===== src/rtl/a_pw_entry_if.sv =====
// Keypad/password handshake bundle between the keypad front end and a_main.
// The slave modport is the a_pw_entry side; the master is the keypad/a_main side.
interface a_pw_entry_if;
  logic        key_valid;
  logic [3:0]  key_code;
  logic        gen_rst;
  logic        lock_out;
  logic [15:0] pw_16bit;
  logic        enough;
  logic [2:0]  digit_count;
  logic        key_accept;
  logic        entry_timeout;

  modport master (
    output key_valid, key_code, gen_rst, lock_out,
    input  pw_16bit, enough, digit_count, key_accept, entry_timeout
  );

  modport slave (
    input  key_valid, key_code, gen_rst, lock_out,
    output pw_16bit, enough, digit_count, key_accept, entry_timeout
  );
endinterface


===== src/rtl/a_pw_entry.sv =====
// Password entry front end: shifts four BCD keypad digits into a 16-bit word.
// Optional macro PW_KEY_SYNC_EN: synchronise a level key_valid and edge-detect it.
module a_pw_entry #(
  parameter int unsigned TIMEOUT_CYCLES = 250000000
) (
  input logic        clk,
  input logic        reset,
  a_pw_entry_if.slave bus
);

  localparam int unsigned TW = (TIMEOUT_CYCLES > 2) ? $clog2(TIMEOUT_CYCLES) : 1;
  localparam logic [TW-1:0] TIMER_LAST = TW'(TIMEOUT_CYCLES - 1);

  typedef enum logic [1:0] {
    IDLE    = 2'd0,
    COLLECT = 2'd1,
    FULL    = 2'd2
  } state_t;

  state_t         state_q;
  logic [15:0]    pw_q;
  logic [2:0]     cnt_q;
  logic           enough_q;
  logic           accept_q;
  logic           tmo_q;
  logic [TW-1:0]  timer_q;

  logic           key_stb;
  logic [3:0]     key_cd;

`ifdef PW_KEY_SYNC_EN
  // key_code rides a two-deep pipe so it lines up with the synchronised edge
  logic [2:0] kv_sync_q;
  logic [3:0] code_p0_q;
  logic [3:0] code_p1_q;

  always_ff @(posedge clk or posedge reset) begin
    if (reset) begin
      kv_sync_q <= 3'b000;
      code_p0_q <= 4'h0;
      code_p1_q <= 4'h0;
    end else begin
      kv_sync_q <= {kv_sync_q[1:0], bus.key_valid};
      code_p0_q <= bus.key_code;
      code_p1_q <= code_p0_q;
    end
  end

  assign key_stb = kv_sync_q[1] & ~kv_sync_q[2];
  assign key_cd  = code_p1_q;
`else
  assign key_stb = bus.key_valid;
  assign key_cd  = bus.key_code;
`endif

  logic is_digit;
  logic is_bksp;
  logic is_clr;
  logic expire;

  assign is_digit = (key_cd <= 4'h9);
  assign is_bksp  = (key_cd == 4'hF);
  assign is_clr   = (key_cd == 4'hE);
  assign expire   = (state_q == COLLECT) && (timer_q == TIMER_LAST);

  always_ff @(posedge clk or posedge reset) begin
    if (reset) begin
      state_q  <= IDLE;
      pw_q     <= 16'h0000;
      cnt_q    <= 3'd0;
      enough_q <= 1'b0;
      accept_q <= 1'b0;
      tmo_q    <= 1'b0;
      timer_q  <= '0;
    end else begin
      accept_q <= 1'b0;
      tmo_q    <= 1'b0;
      // Priority: lock_out > gen_rst > timer expiry > key
      if (bus.lock_out || bus.gen_rst) begin
        state_q  <= IDLE;
        pw_q     <= 16'h0000;
        cnt_q    <= 3'd0;
        enough_q <= 1'b0;
        timer_q  <= '0;
      end else if (expire) begin
        state_q  <= IDLE;
        pw_q     <= 16'h0000;
        cnt_q    <= 3'd0;
        enough_q <= 1'b0;
        timer_q  <= '0;
        tmo_q    <= 1'b1;
      end else if (key_stb && is_digit && (state_q != FULL)) begin
        pw_q     <= {pw_q[11:0], key_cd};
        cnt_q    <= cnt_q + 3'd1;
        accept_q <= 1'b1;
        timer_q  <= '0;
        state_q  <= (cnt_q == 3'd3) ? FULL : COLLECT;
        enough_q <= (cnt_q == 3'd3);
      end else if (key_stb && is_bksp && (state_q != IDLE)) begin
        pw_q     <= {4'h0, pw_q[15:4]};
        cnt_q    <= cnt_q - 3'd1;
        accept_q <= 1'b1;
        timer_q  <= '0;
        state_q  <= (cnt_q == 3'd1) ? IDLE : COLLECT;
        enough_q <= 1'b0;
      end else if (key_stb && is_clr) begin
        state_q  <= IDLE;
        pw_q     <= 16'h0000;
        cnt_q    <= 3'd0;
        enough_q <= 1'b0;
        timer_q  <= '0;
        accept_q <= (cnt_q != 3'd0);
      end else if (state_q == COLLECT) begin
        timer_q  <= timer_q + TW'(1);
      end else begin
        timer_q  <= '0;
      end
    end
  end

  assign bus.pw_16bit      = pw_q;
  assign bus.enough        = enough_q;
  assign bus.digit_count   = cnt_q;
  assign bus.key_accept    = accept_q;
  assign bus.entry_timeout = tmo_q;

endmodule


===== src/flat_wrapper.sv =====
// flat-port wrapper written by rule: the top's interface ports become plain ports
module a_pw_entry_flat 
#(
  parameter int unsigned TIMEOUT_CYCLES = 250000000
)
  (clk, reset, bus_key_valid, bus_key_code, bus_gen_rst, bus_lock_out, bus_pw_16bit, bus_enough, bus_digit_count, bus_key_accept, bus_entry_timeout);
  a_pw_entry_if bus_i ();
  input logic clk;
  input logic reset;
  input wire logic [$bits(bus_i.key_valid)-1:0] bus_key_valid;
  input wire logic [$bits(bus_i.key_code)-1:0] bus_key_code;
  input wire logic [$bits(bus_i.gen_rst)-1:0] bus_gen_rst;
  input wire logic [$bits(bus_i.lock_out)-1:0] bus_lock_out;
  output wire logic [$bits(bus_i.pw_16bit)-1:0] bus_pw_16bit;
  output wire logic [$bits(bus_i.enough)-1:0] bus_enough;
  output wire logic [$bits(bus_i.digit_count)-1:0] bus_digit_count;
  output wire logic [$bits(bus_i.key_accept)-1:0] bus_key_accept;
  output wire logic [$bits(bus_i.entry_timeout)-1:0] bus_entry_timeout;
  assign bus_i.key_valid = bus_key_valid;
  assign bus_i.key_code = bus_key_code;
  assign bus_i.gen_rst = bus_gen_rst;
  assign bus_i.lock_out = bus_lock_out;
  assign bus_pw_16bit = bus_i.pw_16bit;
  assign bus_enough = bus_i.enough;
  assign bus_digit_count = bus_i.digit_count;
  assign bus_key_accept = bus_i.key_accept;
  assign bus_entry_timeout = bus_i.entry_timeout;
  a_pw_entry #(.TIMEOUT_CYCLES(TIMEOUT_CYCLES)) u_core (.clk(clk), .reset(reset), .bus(bus_i));
endmodule

===== config.mk =====
export PLATFORM = sky130hd
export DESIGN_NAME = a_pw_entry_flat
export DESIGN_NICKNAME = d
export VERILOG_FILES = /design/src/rtl/a_pw_entry_if.sv /design/src/rtl/a_pw_entry.sv /design/src/flat_wrapper.sv
export SDC_FILE = /design/constraint.sdc
export NUM_CORES = 1
export LEC_CHECK = 0
export BUFFER_PORTS_ARGS = -buffer_cell sky130_fd_sc_hd__buf_2
export CAP_MARGIN = 20
export CORE_MARGIN = 4
export CORE_UTILIZATION = 30
export CTS_CLUSTER_DIAMETER = 120
export DETAILED_ROUTE_END_ITERATION = 8
export PLACE_DENSITY_LB_ADDON = 0.3
export SYNTH_ARGS = -nofsm -noshare
export SYNTH_HDL_FRONTEND = slang
export SYNTH_SLANG_ARGS = --single-unit

===== constraint.sdc =====
create_clock -name clk -period 2.8 [get_ports clk]
set_clock_uncertainty 0.1 [all_clocks]
set_input_delay 0.14 -clock clk [delete_from_list [all_inputs] [get_ports clk]]
set_output_delay 0.14 -clock clk [all_outputs]
set_load 0.02 [all_outputs]

---- After elaboration in Yosys (flattened, before gate mapping) ----
Index checks and enable logic that the tools add are counted.
word-level totals
  flip-flop bits (word level) ............. 52
  bits in latches ......................... 0
  memory bits (writable) .................. 0
  ROM bits ................................ 0
  input port bits ......................... 9
  output and inout bits ................... 22
  memories ................................ 0
operators by class
  add/sub/neg operators ................... 3
  multiply operators ...................... 0
  div/mod/pow operators ................... 0
  $lt $le $gt $ge ......................... 1
  eq/ne operators ......................... 7
  shift operators ......................... 0
  mux-type cells .......................... 35
  bitwise operators ....................... 0
  reduce and logical (&&, ||, !) cells .... 10
operators with widths
  kind                                                  count
  2-to-1 mux 28 bit                                     6
  2-to-1 mux 16 bit                                     5
  adder 28 x 1 -> 28 bit (second input constant)        1
  equality test 28 bit (second input constant)          1
  2-to-1 mux 3 bit                                      5
  2-to-1 mux 1 bit                                      13
  2-to-1 mux 2 bit                                      6
  equality test 4 bit (second input constant)           2
  logical AND 1 bit                                     6
  nonzero test 5 bit                                    1
  <= comparator 4 bit (second input constant)           1
  adder 3 x 1 -> 3 bit (second input constant)          1
  equality test 3 x 1 -> 1 bit (second input constant)  1
  equality test 3 x 2 -> 1 bit (second input constant)  1
  nonzero test 3 bit                                    1
  subtractor 3 x 1 -> 3 bit (second input constant)     1
  equality test 2 x 1 -> 1 bit (second input constant)  1
  inequality test 2 bit (second input constant)         1
  nonzero test 2 bit                                    1
  logical OR 1 bit                                      1

---- Longest topological paths before layout ----
Gate-level depths: netlist of the first run.
  depth in word-level cells ............... 7
  depth in mapped cells ................... 8
  gate-level depth less buffers ........... 6

---- Least setup slack after synthesis of the first run ----
No wires, ideal clock.
  path type ............................... register to register
  start point ............................. reg u_core.timer_q[0]
  end point ............................... reg u_core.pw_q[0], in the netlist u_core.bus.pw_16bit[0]
  setup time .............................. 0.075 ns
  arrival time ............................ 1.921 ns
  data required time ...................... 2.625 ns
  slack ................................... 0.704 ns
  cell stages (with the launch flop) ...... 9
  path buffers ............................ 2
  period minus slack after synthesis ...... 2.096 ns
  cell sequence ........................... dfrtp_1 -> ha_1 -> and4_1 -> and4_1 -> a211o_1 -> buf_6 -> nor3_2 -> buf_6 -> o2bb2ai_2
on the way
  longest elaborated chain between the ends .. 4
  elaborated cells between the ends (all ways) .. 5
  classes of those cells .................. eq/ne (1); mux (2); reduce/logical (2)
ends and longest elaborated chain
  item                    RTL line           text
  from (decl)             a_pw_entry.sv:26   logic [TW-1:0] timer_q;
  from (signal assigned)  a_pw_entry.sv:114  timer_q <= timer_q + TW'(1);
  equality test 28 bit *  a_pw_entry.sv:64   assign expire = (state_q == COLLECT) && (timer_q == TIMER_LAST);
  logical AND 1 bit *     a_pw_entry.sv:64
  2-to-1 mux 16 bit       a_pw_entry.sv:85   end else if (expire) begin
  2-to-1 mux 16 bit       a_pw_entry.sv:79   if (bus.lock_out || bus.gen_rst) begin
  to (signal assigned)    a_pw_entry.sv:93   pw_q <= {pw_q[11:0], key_cd};
  to (signal assigned)    a_pw_entry.sv:100  pw_q <= {4'h0, pw_q[15:4]};
  to (decl)               a_pw_entry.sv:21   logic [15:0] pw_q;
Every way passes the cells marked *; elsewhere a longest branch is shown, timed or not.
A chain may end at the register's enable or synchronous reset.

---- Final worst setup path of the first run ----
  start point ............................. reg u_core.timer_q[0]
  end point ............................... reg u_core.pw_q[3], in the netlist u_core.bus.pw_16bit[3]
Same word-level chain as after synthesis.

==> run_results.csv, run 1 <==
group,metric,value,unit
routing,detail_route.vias_per_cell,5.13,
place,gp_congestion,0.743,
routing,routed_wirelength,5970,um
cells_and_area,storage_element_area,1280,sq um
run_status,outcome,"finished clean",
critical_path,worst_path_dominant_cell_family,"simple AND/OR/NAND/NOR gates",
timing,timing.final.crit_share,0.869,
timing,final_hold_viol_count,0,
yosys,synth_compound_gate_area_share,0.118,
critical_path,setup.worst_path.end,"u_core.bus.pw_16bit[3]",
die,dieHeight,102,um
clocking,cts.clk_slew.worst_paths,100,ps
yosys,avgSynthCellArea,10.5,sq um
clocking,post_cts_buffers,0,
yosys,yosys.area_share.simple,0.225,
global_route,grt_max_degree,28,
yosys,ys.warnings.count,0,
timing,final.min_clock_period,2430,ps
critical_path,critical_path.startpoint,"u_core.timer_q[0]",
cells_and_area,multi_input_gate_area,1330,sq um
routing,first_pass_iters,4,
global_route,antenna_found_initial,0,
power,powerDensity,444,nW/um^2
clocking,cts_tree,"yes",
critical_path,logic_depth_of_the_worst_setup_path_including_buffers,6,
critical_path,crit_type,"flip-flop to flip-flop",
timing,fin_tns_setup,0,ps
job,max-cap-violations,0,
cells_and_area,most_frequent_cells_in_the_layout,"51 x dfrtp_1, 40 x nor2_1, 30 x buf_2",
yosys,yosysUniqueCellTypes,39,
global_route,grt_pass1_vias,2115,
cells_and_area,final.fill_count,908,
critical_path,ff2ff_path_depth,6,
yosys,postSynthNetCount,269,
die,floorplan.initialDensity,0.308,
cells_and_area,final_nets,305,
critical_path,crit_fanout,12,
clocking,ctsRootBufferMaster,"clkbuf_8",
die,num_io_pins,31,
critical_path,crit_path_max_incr_delay,610,ps
timing,achievable-frequency,411,MHz
timing,max_slew.worst_pin.slew,707,ps
yosys,yosys-mux-area-fraction,0.0412,
critical_path,crit_required,2950,ps
critical_path,terminus_of_the_critical_flop_to_flop_path,"u_core.bus.pw_16bit[3]",
cells_and_area,drive_above_1_share,0.220,
yosys,synth_seq_area_share,0.478,
timing,report.final.setup_viol,0,
global_route,first_pass_grt_wire_length,10400,um
routing,ant_nets,0,
yosys,area_share_of_xor_xnor_cells_in_the_synthesized_design,0.0819,
cells_and_area,layout.cells.most_common,"dfrtp_1",
yosys,synth_area,2670,sq um
clocking,cts-buffers-inserted,5,
cells_and_area,fin_area,3100,sq um
routing,num_vias,2047,
clocking,htreeDepth,2,
critical_path,rr_startpoint,"u_core.timer_q[0]",
timing,rsz0062_at_grt,"false",
power,vdd_drop_max,0.196,mV
timing,slew_headroom,0.527,
min_path,timing.hold.worst.class,"input pin to flip-flop",
critical_path,timing.critical_path.cells,"ha_1 > and4_1 > and4_1 > a211o_1 > nor3_4 > a22o_1",
critical_path,critical_path.endpoint_type,"flip-flop",
critical_path,timing.critical_path.slowest_stage_cell,"nor3_4",
die,floorplan.rows,34,
yosys,synth-seq-cells,51,
cells_and_area,layout-area-overhead-vs-synth,16.0,%
place,numPortBuffers,30,
timing,finalMaxSlewViolations,0,
critical_path,crit_buf_inv,0,
critical_path,timing.reg2reg.setup_slack,370,ps
clocking,clock_sinks,51,
yosys,synth_top_family_by_area,"simple AND/OR/NAND/NOR gates",
critical_path,cell_type_with_the_highest_occurrence_count_on_the_critical_path,"and4_1",
cells_and_area,utilization,0.357,
die,design.die.area,10500,sq um
routing,drc,0,
die,floorplan.core_area,8680,sq um
routing,wirelength_per_cell,15.0,um
yosys,synth_cells,254,
routing,initialDrtViolationCount,144,
global_route,global_route.overflow_total,0,
min_path,hold_start,"bus_key_code[2]",
yosys,synthAdderAreaFrac,0.0281,
place,placedInstanceArea,2940,sq um
critical_path,worst_setup_path_start_kind,"flip-flop",
die,die_w,102,um
cells_and_area,antenna-diode-count,0,
clocking,worst_skew_pair.late_latency,310,ps
clocking,cts_max_path_buffers,2,
critical_path,crit_arrival,2580,ps
global_route,grt_usage,0.124,
place,detailedPlacementHpwl,4220,um
power,power.leakage,1.37,nW
-- registers in the layout, indices dropped and copies added (netlist names) --
signal	count
u_core.bus.entry_timeout	1
u_core.bus.pw_16bit	16
u_core.bus.digit_count	3
u_core.bus.enough	1
u_core.timer_q	28
u_core.state_q	1
u_core.bus.key_accept	1
-- what timing repair did --
| item | CTS | global route |
|---|---|---|
| resized for setup | 0 | 1 |
| hold endpoints to repair | 27 | 0 |
| endpoints found under the setup margin | 0 | 1 |
| hold buffers | 3 | 0 |
-- stage by stage --
step | setup slack [ps] | power (W) | hold WS, ps | cells
2_1_floorplan | 704 | 0.000812 | 110 | 254
3_3_place_gp | 124 | 0.000841 | 140 | 388
3_5_place_dp | 109 | 0.000842 | 153 | 388
4_1_cts | 82.5 | 0.00139 | 72.7 | 399
5_1_grt | 219 | 0.00144 | 86.2 | 399
6_report | 368 | 0.00138 | 72.0 | 399
-- worst register-to-register path: stages (launching register included) --
cell     delay, ps
dfrtp_1        420
ha_1           250
and4_1         180
and4_1         220
a211o_1        360
nor3_4         610
a22o_1         240
-- metal layers --
layer  wire length, um  vias up  GRT usage
met3               240        9     0.0232
met5                 0        -          0
met4                79        0     0.0272
li1                  -      980          -
met1              2840     1011      0.170
met2              2810       47      0.203
-- power breakdown --
part / leakage, nW / internal, W / switching [W] / total (W)
sequential: 0.711 / 0.000739 / 0.00000316 / 0.000742
combinational: 0.599 / 0.0000261 / 0.0000604 / 0.0000864
clock: 0.0618 / 0.000294 / 0.000253 / 0.000547
-- final cells by class --
cell class / count / area share
Sequential cell: 51 / 0.412
Timing Repair Buffer: 39 / 0.0727
Multi-Input combinational cell: 189 / 0.428
Clock buffer: 6 / 0.0266
Tap cell: 108 / 0.0436
Clock inverter: 2 / 0.0125
Inverter: 4 / 0.00484
-- kinds of logic after synthesis --
family,after synthesis
buf+inv,14
xor+xnor,25
mux,11
flops,51
compound gates,36
simple gates,111
fa+ha+maj,6
-- synthesized netlist by cell type, drive strengths merged --
cell	n	area, sq um
dfrtp	51	1280
a22oi	4	30.0
nand2b	1	6.26
or3b	1	8.76
and4	6	52.6
and3	10	62.6
nand3	17	85.1
nand2	15	58.8
a211o	2	17.5
a21oi	7	35.0
buf	7	46.3
o2bb2ai	11	159
nand4b	1	8.76
xnor2	4	35.0
nor3	4	25.0
o21ai	8	40.0
mux2i	11	110
clkbuf	3	15.0
inv	4	15.0
nor4b	1	15.0
a22o	1	8.76
nor4	2	33.8
or3	1	6.26
or4	1	11.3
or4b	1	13.8
a211oi	1	12.5
nor2	40	150
nand4	10	62.6
ha	6	75.1
a31oi	2	12.5
xor2	21	184
-- how the worst min path moves through the flow --
stage,cells after the start,slack [ps],end
global placement,2,140,u_core.bus.pw_16bit[0]
finish,3,70,u_core.bus.pw_16bit[2]
CTS,3,70,u_core.bus.pw_16bit[2]
detailed placement,2,150,u_core.bus.pw_16bit[15]
floorplan,1,110,u_core.bus.entry_timeout
global route,3,90,u_core.bus.key_accept
No activity file was read; power rests on OpenSTA's default activity.
==> inputs of run 2 (changes only) <==
--- a/config.mk
+++ b/config.mk
@@ -5,6 +5,7 @@
 export SDC_FILE = /design/constraint.sdc
 export NUM_CORES = 1
 export LEC_CHECK = 0
+export ABC_AREA = 1
 export BUFFER_PORTS_ARGS = -buffer_cell sky130_fd_sc_hd__buf_2
 export CAP_MARGIN = 20
 export CORE_MARGIN = 4
==> run_results.csv, run 2 <==
group,metric,value,unit
yosys,area_share_of_xor_xnor_cells_in_the_synthesized_design,0.0462,
yosys,yosysUniqueCellTypes,29,
global_route,first_pass_grt_wire_length,12800,um
die,die_w,109,um
timing,holdWs,123,ps
global_route,global_route.overflow_total,0,
critical_path,timing.critical_path.cells,"ha_1 > inv_2 > nor2_4 > nand3_2 > nor2_2 > nand2_4 > nand3_4 > nor2_1",
clocking,cts.clk_slew.worst_paths,100,ps
run_status,outcome,"finished clean",
yosys,synth.top_cells.by_area,"dfrtp_1 42%, nand2_1 13%, nor2_1 9.3%",
critical_path,crit_required,2890,ps
yosys,ys.warnings.count,0,
critical_path,critical_path.endpoint_type,"flip-flop",
yosys,synth_area,3030,sq um
yosys,synth_edf_count,0,
global_route,antenna_found_initial,0,
timing,finalMaxSlewViolations,0,
die,floorplan.initialDensity,0.309,
routing,routed_wirelength,7460,um
yosys,avgSynthCellArea,7.42,sq um
routing,ant_nets,0,
power,powerDensity,370,nW/um^2
global_route,grt_pass1_vias,2758,
timing,achievable-frequency,511,MHz
yosys,yosys_most_used_dff,"dfrtp_1",
yosys,synth_top_family_by_area,"simple AND/OR/NAND/NOR gates",
die,design.die.area,11800,sq um
critical_path,timing.critical_path.slowest_stage_cell,"dfrtp_1",
yosys,yosys-mux-area-fraction,0,
cells_and_area,fin_area,3360,sq um
critical_path,worst_setup_path_start_kind,"flip-flop",
critical_path,crit_path_max_incr_delay,400,ps
power,internal-power,0.000930,W
yosys,synth_compound_gate_area_share,0.0726,
clocking,worst_skew_pair.late_latency,310,ps
routing,detail_route.vias_per_cell,4.61,
clocking,cts-buffers-inserted,5,
min_path,timing.hold.worst.class,"input pin to flip-flop",
place,gp_congestion,0.896,
timing,report.final.setup_viol,0,
yosys,postSynthNetCount,424,
yosys,netlist_top_cells_count,"105 x nand2_1, 75 x nor2_1, 51 x dfrtp_1",
critical_path,crit_type,"flip-flop to flip-flop",
cells_and_area,flip_flop_count_of_the_largest_register_after_layout,28,
power,p_clk_frac,0.335,
yosys,synth_top_cell_area_share,0.421,
timing,rsz0062_at_grt,"false",
yosys,netlist.top_cell.by_area,"dfrtp_1",
die,floorplan.rows,36,
timing,fin_tns_setup,0,ps
critical_path,crit_arrival,2050,ps
routing,num_vias,2635,
die,dieHeight,109,um
place,placedInstanceArea,3270,sq um
clocking,ctsRootBufferMaster,"clkbuf_8",
power,comb_power_share,0.067,
yosys,synth_seq_area_share,0.421,
power,vdd_drop_max,0.163,mV
cells_and_area,layout.cells.most_common,"nand2_1",
clocking,clock_sinks,51,
yosys,yosys.area_share.simple,0.344,
routing,initialDrtViolationCount,108,
cells_and_area,drive_above_1_share,0.130,
timing,max_slew.worst_pin.slew,464,ps
die,floorplan.core_area,9820,sq um
clocking,ctsResizeCount,0,
power,total_switching_power,0.000312,W
job,max-cap-violations,0,
global_route,grt_usage,0.136,
yosys,synth-seq-cells,51,
global_route,grt_max_degree,34,
timing,timing.final.crit_share,0.699,
cells_and_area,layout-area-overhead-vs-synth,10.6,%
power,power_switching_share,0.251,
place,detailedPlacementHpwl,5500,um
cells_and_area,antenna-diode-count,0,
timing,slew_headroom,0.690,
power,seqPwrFrac,0.598,
cells_and_area,most_frequent_cells_in_the_layout,"105 x nand2_1, 75 x nor2_1, 51 x dfrtp_1",
cells_and_area,top_register,"u_core.timer_q",
critical_path,crit_fanout,28,
timing,final_hold_viol_count,0,
place,numPortBuffers,30,
power,power.leakage,1.40,nW
clocking,cts_max_path_buffers,2,
yosys,yosys.cell_count.top_type,"nand2_1",
yosys,async_reset_ff_frac,1.00,
cells_and_area,final_nets,455,
routing,wirelength_per_cell,13.0,um
clocking,cts_tree,"yes",
cells_and_area,final.fill_count,1082,
die,num_io_pins,31,
routing,drc,0,
routing,first_pass_iters,4,
yosys,synth_cells,409,
yosys,synthAdderAreaFrac,0.0248,
timing,final.min_clock_period,1960,ps
clocking,htreeDepth,2,
-- run 2: through the flow --
step                power (W)   util  setup slack [ps]  std cells
floorplan            0.000817      -              1190        409
global placement     0.000841  0.333               913        565
detailed placement   0.000842  0.333               855        565
CTS                   0.00125  0.342               835        572
global route          0.00130  0.342               670        572
finish                0.00124  0.342               842        572
-- run 2: path summary, 6_finish.rpt --
check,from,end,slack [ps],depth (start not counted)
hold / removal,bus_key_code[2],u_core.bus.pw_16bit[2],120,5
setup / recovery,u_core.timer_q[0],u_core.timer_q[14],840,8
setup reg to reg,u_core.timer_q[0],u_core.timer_q[14],840,8
hold reg to reg,u_core.timer_q[0],u_core.timer_q[0],390,1
min in group asynchronous,reset,u_core.bus.pw_16bit[4],270,3
max in group asynchronous,reset,u_core.timer_q[20],1560,4
-- run 2: repair_timing --
action / CTS / global route
hold buffers: 1 / 0
setup buffers: 0 / 0
hold endpoints to repair: 18 / 0
-- run 2: logic make-up after synthesis --
family,after synthesis
and+or+nand+nor,234
buffers and inverters,59
DFF,51
AOI/OAI and AO/OA,43
xor gates and xnor gates,16
adders and majority gates,6
-- run 2: worst max-delay path: cells and delay by family, from the launching register on --
kind          cells  cell delay [ps]
simple gates      6             1000
buf+inv           1               70
fa+ha+maj         1              250
flops             1              400
-- run 2: final cells by class --
| cell class | instances | area [sq um] | area share |
|---|---|---|---|
| multi-input combinational | 299 | 1480 | 0.440 |
| sequential | 51 | 1280 | 0.380 |
| inverter | 50 | 188 | 0.0559 |
| timing repair buffer | 33 | 175 | 0.0522 |
| tap | 133 | 166 | 0.0496 |
| clock buffer | 6 | 72.6 | 0.0216 |
-- run 2: layer usage --
layer	track usage	vias to the layer above	wire, um
met5	0	-	0
li1	-	1337	-
met1	0.174	1238	3480
met4	0.0334	0	56
met2	0.232	55	3600
met3	0.0310	5	328
-- run 2: power by group through the flow --
stage | registers [W] | logic, W | clock network, W
after global placement | 0.000758 | 0.0000829 | 0
after floorplan | 0.000762 | 0.0000551 | 0
after global routing | 0.000744 | 0.0000946 | 0.000462
after CTS | 0.000744 | 0.0000852 | 0.000425
after detailed placement | 0.000758 | 0.0000839 | 0
final | 0.000744 | 0.0000828 | 0.000416
==> inputs of run 3 (changes only) <==
==> constraint.sdc (replaced) <==
create_clock -name clk -period 1.75 [get_ports clk]
set_clock_uncertainty 0.1 [all_clocks]
set_input_delay 0.0875 -clock clk [delete_from_list [all_inputs] [get_ports clk]]
set_output_delay 0.0875 -clock clk [all_outputs]
set_load 0.02 [all_outputs]
==> run_results.csv, run 3 (synthesized netlist as in run 2, its figures left out) <==
group,metric,value,unit
clocking,cts-buffers-inserted,5,
die,floorplan.initialDensity,0.309,
cells_and_area,most_frequent_cells_in_the_layout,"104 x nand2_1, 72 x nor2_1, 51 x dfrtp_1",
routing,first_pass_iters,5,
timing,fin_tns_setup,0,ps
routing,ant_nets,0,
place,gp_congestion,0.878,
cells_and_area,layout-area-overhead-vs-synth,18.2,%
timing,rsz0062_at_grt,"true",
routing,detail_route.vias_per_cell,4.61,
critical_path,timing.critical_path.slowest_stage_cell,"dfrtp_1",
clocking,ctsRootBufferMaster,"clkbuf_8",
min_path,hold_start,"bus_key_code[2]",
global_route,grt_pass1_vias,2798,
cells_and_area,top_register,"u_core.timer_q",
cells_and_area,antenna-diode-count,0,
routing,initialDrtViolationCount,104,
cells_and_area,layout.cells.most_common,"nand2_1",
routing,wirelength_per_cell,13.1,um
timing,finalMaxSlewViolations,0,
place,place.detailed.instances,577,
critical_path,crit_path_max_incr_delay,380,ps
critical_path,critical_path.endpoint_type,"flip-flop",
die,floorplan.core_area,9820,sq um
timing,achievable-frequency,618,MHz
power,power.leakage,1.51,nW
min_path,timing.hold.worst.class,"input pin to flip-flop",
critical_path,worst_path_dominant_cell_family,"simple AND/OR/NAND/NOR gates",
die,design.die.area,11800,sq um
timing,final_hold_viol_count,0,
routing,drc,0,
routing,num_vias,2741,
critical_path,crit_type,"flip-flop to flip-flop",
clocking,cts.clk_slew.worst_paths,90,ps
place,detailedPlacementHpwl,5600,um
global_route,global_route.overflow_total,0,
cells_and_area,final_nets,476,
timing,max_slew.worst_pin.slew,430,ps
die,num_io_pins,31,
global_route,antenna_found_initial,0,
clocking,cts_tree,"yes",
clocking,cts_max_path_buffers,2,
cells_and_area,flip_flop_count_of_the_largest_register_after_layout,28,
job,max-cap-violations,0,
timing,final.min_clock_period,1620,ps
timing,timing.final.crit_share,0.924,
critical_path,crit_arrival,1710,ps
critical_path,crit_fanout,10,
clocking,worst_skew_pair.late_latency,310,ps
critical_path,timing.critical_path.cells,"ha_2 > inv_2 > nor2_4 > nand3_2 > nor2_4 > nand2_4 > buf_6 > nand3_1 > o21ai_0",
power,powerDensity,574,nW/um^2
routing,routed_wirelength,7760,um
power,vdd_drop_max,0.306,mV
critical_path,worst_setup_path_start_kind,"flip-flop",
cells_and_area,layout.cells.non_filler,594,
timing,report.final.setup_viol,0,
die,dieHeight,109,um
global_route,first_pass_grt_wire_length,13100,um
timing,holdWs,62.1,ps
clocking,htreeDepth,2,
critical_path,rr_startpoint,"u_core.timer_q[0]",
critical_path,critical_path.startpoint,"u_core.timer_q[0]",
global_route,grt_usage,0.140,
power,power,0.00206,W
timing,slew_headroom,0.713,
clocking,clock_sinks,51,
die,die_w,109,um
run_status,outcome,"finished clean",
critical_path,crit_required,1850,ps
critical_path,crit_buf_inv,2,
critical_path,cell_type_with_the_highest_occurrence_count_on_the_critical_path,"nor2_4",
die,floorplan.rows,36,
place,placedInstanceArea,3380,sq um
cells_and_area,drive_above_1_share,0.180,
cells_and_area,fin_area,3580,sq um
global_route,grt_max_degree,35,
place,numPortBuffers,30,
run 3: what timing repair did:
item,CTS,global route
hold endpoints to repair,18,0
endpoints found under the setup margin,0,48
buffers inserted,0,5
hold buffers,3,0
gates resized for setup,0,10
run 3: tightest hold or removal path, cell delays in order:
cell	delay [ps]
buf_2	90
nand2_1	40
o21ai_0	70
nand3_1	70
o21ai_1	70
run 3: power by group:
group          total [W]  switching [W]  internal, W
combinational   0.000153       0.000103    0.0000497
clock           0.000716       0.000404     0.000312
sequential       0.00119     0.00000551      0.00118
run 3: final timing paths:
check / cells past startpoint / slack, ps / endpoint
worst max-delay path: 9 / 130 / u_core.bus.pw_16bit[9]
worst min-delay path: 5 / 60 / u_core.bus.pw_16bit[2]
worst max register to register: 9 / 130 / u_core.bus.pw_16bit[9]
worst min register to register: 1 / 360 / u_core.timer_q[0]
max in group asynchronous: 4 / 810 / u_core.state_q[0]
min in group asynchronous: 3 / 210 / u_core.bus.key_accept
run 3: layout make-up:
cell class / instances / area [sq um]
sequential: 51 / 1280
timing repair buffer: 52 / 343
fill: 1067 / 6230
inverter: 50 / 188
clock buffer: 6 / 82.6
tap: 133 / 166
multi-input combinational: 301 / 1520
clock inverter: 1 / 5.00
run 3: routing by layer:
| metal | up-vias | GRT usage | part of all wire |
|---|---|---|---|
| li1 | 1382 | - | - |
| met1 | 1274 | 0.192 | 0.48 |
| met4 | 0 | 0.0388 | 0.012 |
| met3 | 8 | 0.0269 | 0.047 |
| met2 | 77 | 0.226 | 0.46 |
| met5 | - | 0 | 0 |
run 3: per-stage QoR:
stage | utilization | setup WS [ps]
final | 0.365 | 132
after floorplan | - | 144
after global routing | 0.365 | -21.7
after global placement | 0.344 | 83.0
after detailed placement | 0.344 | 71.8
after CTS | 0.356 | 46.8
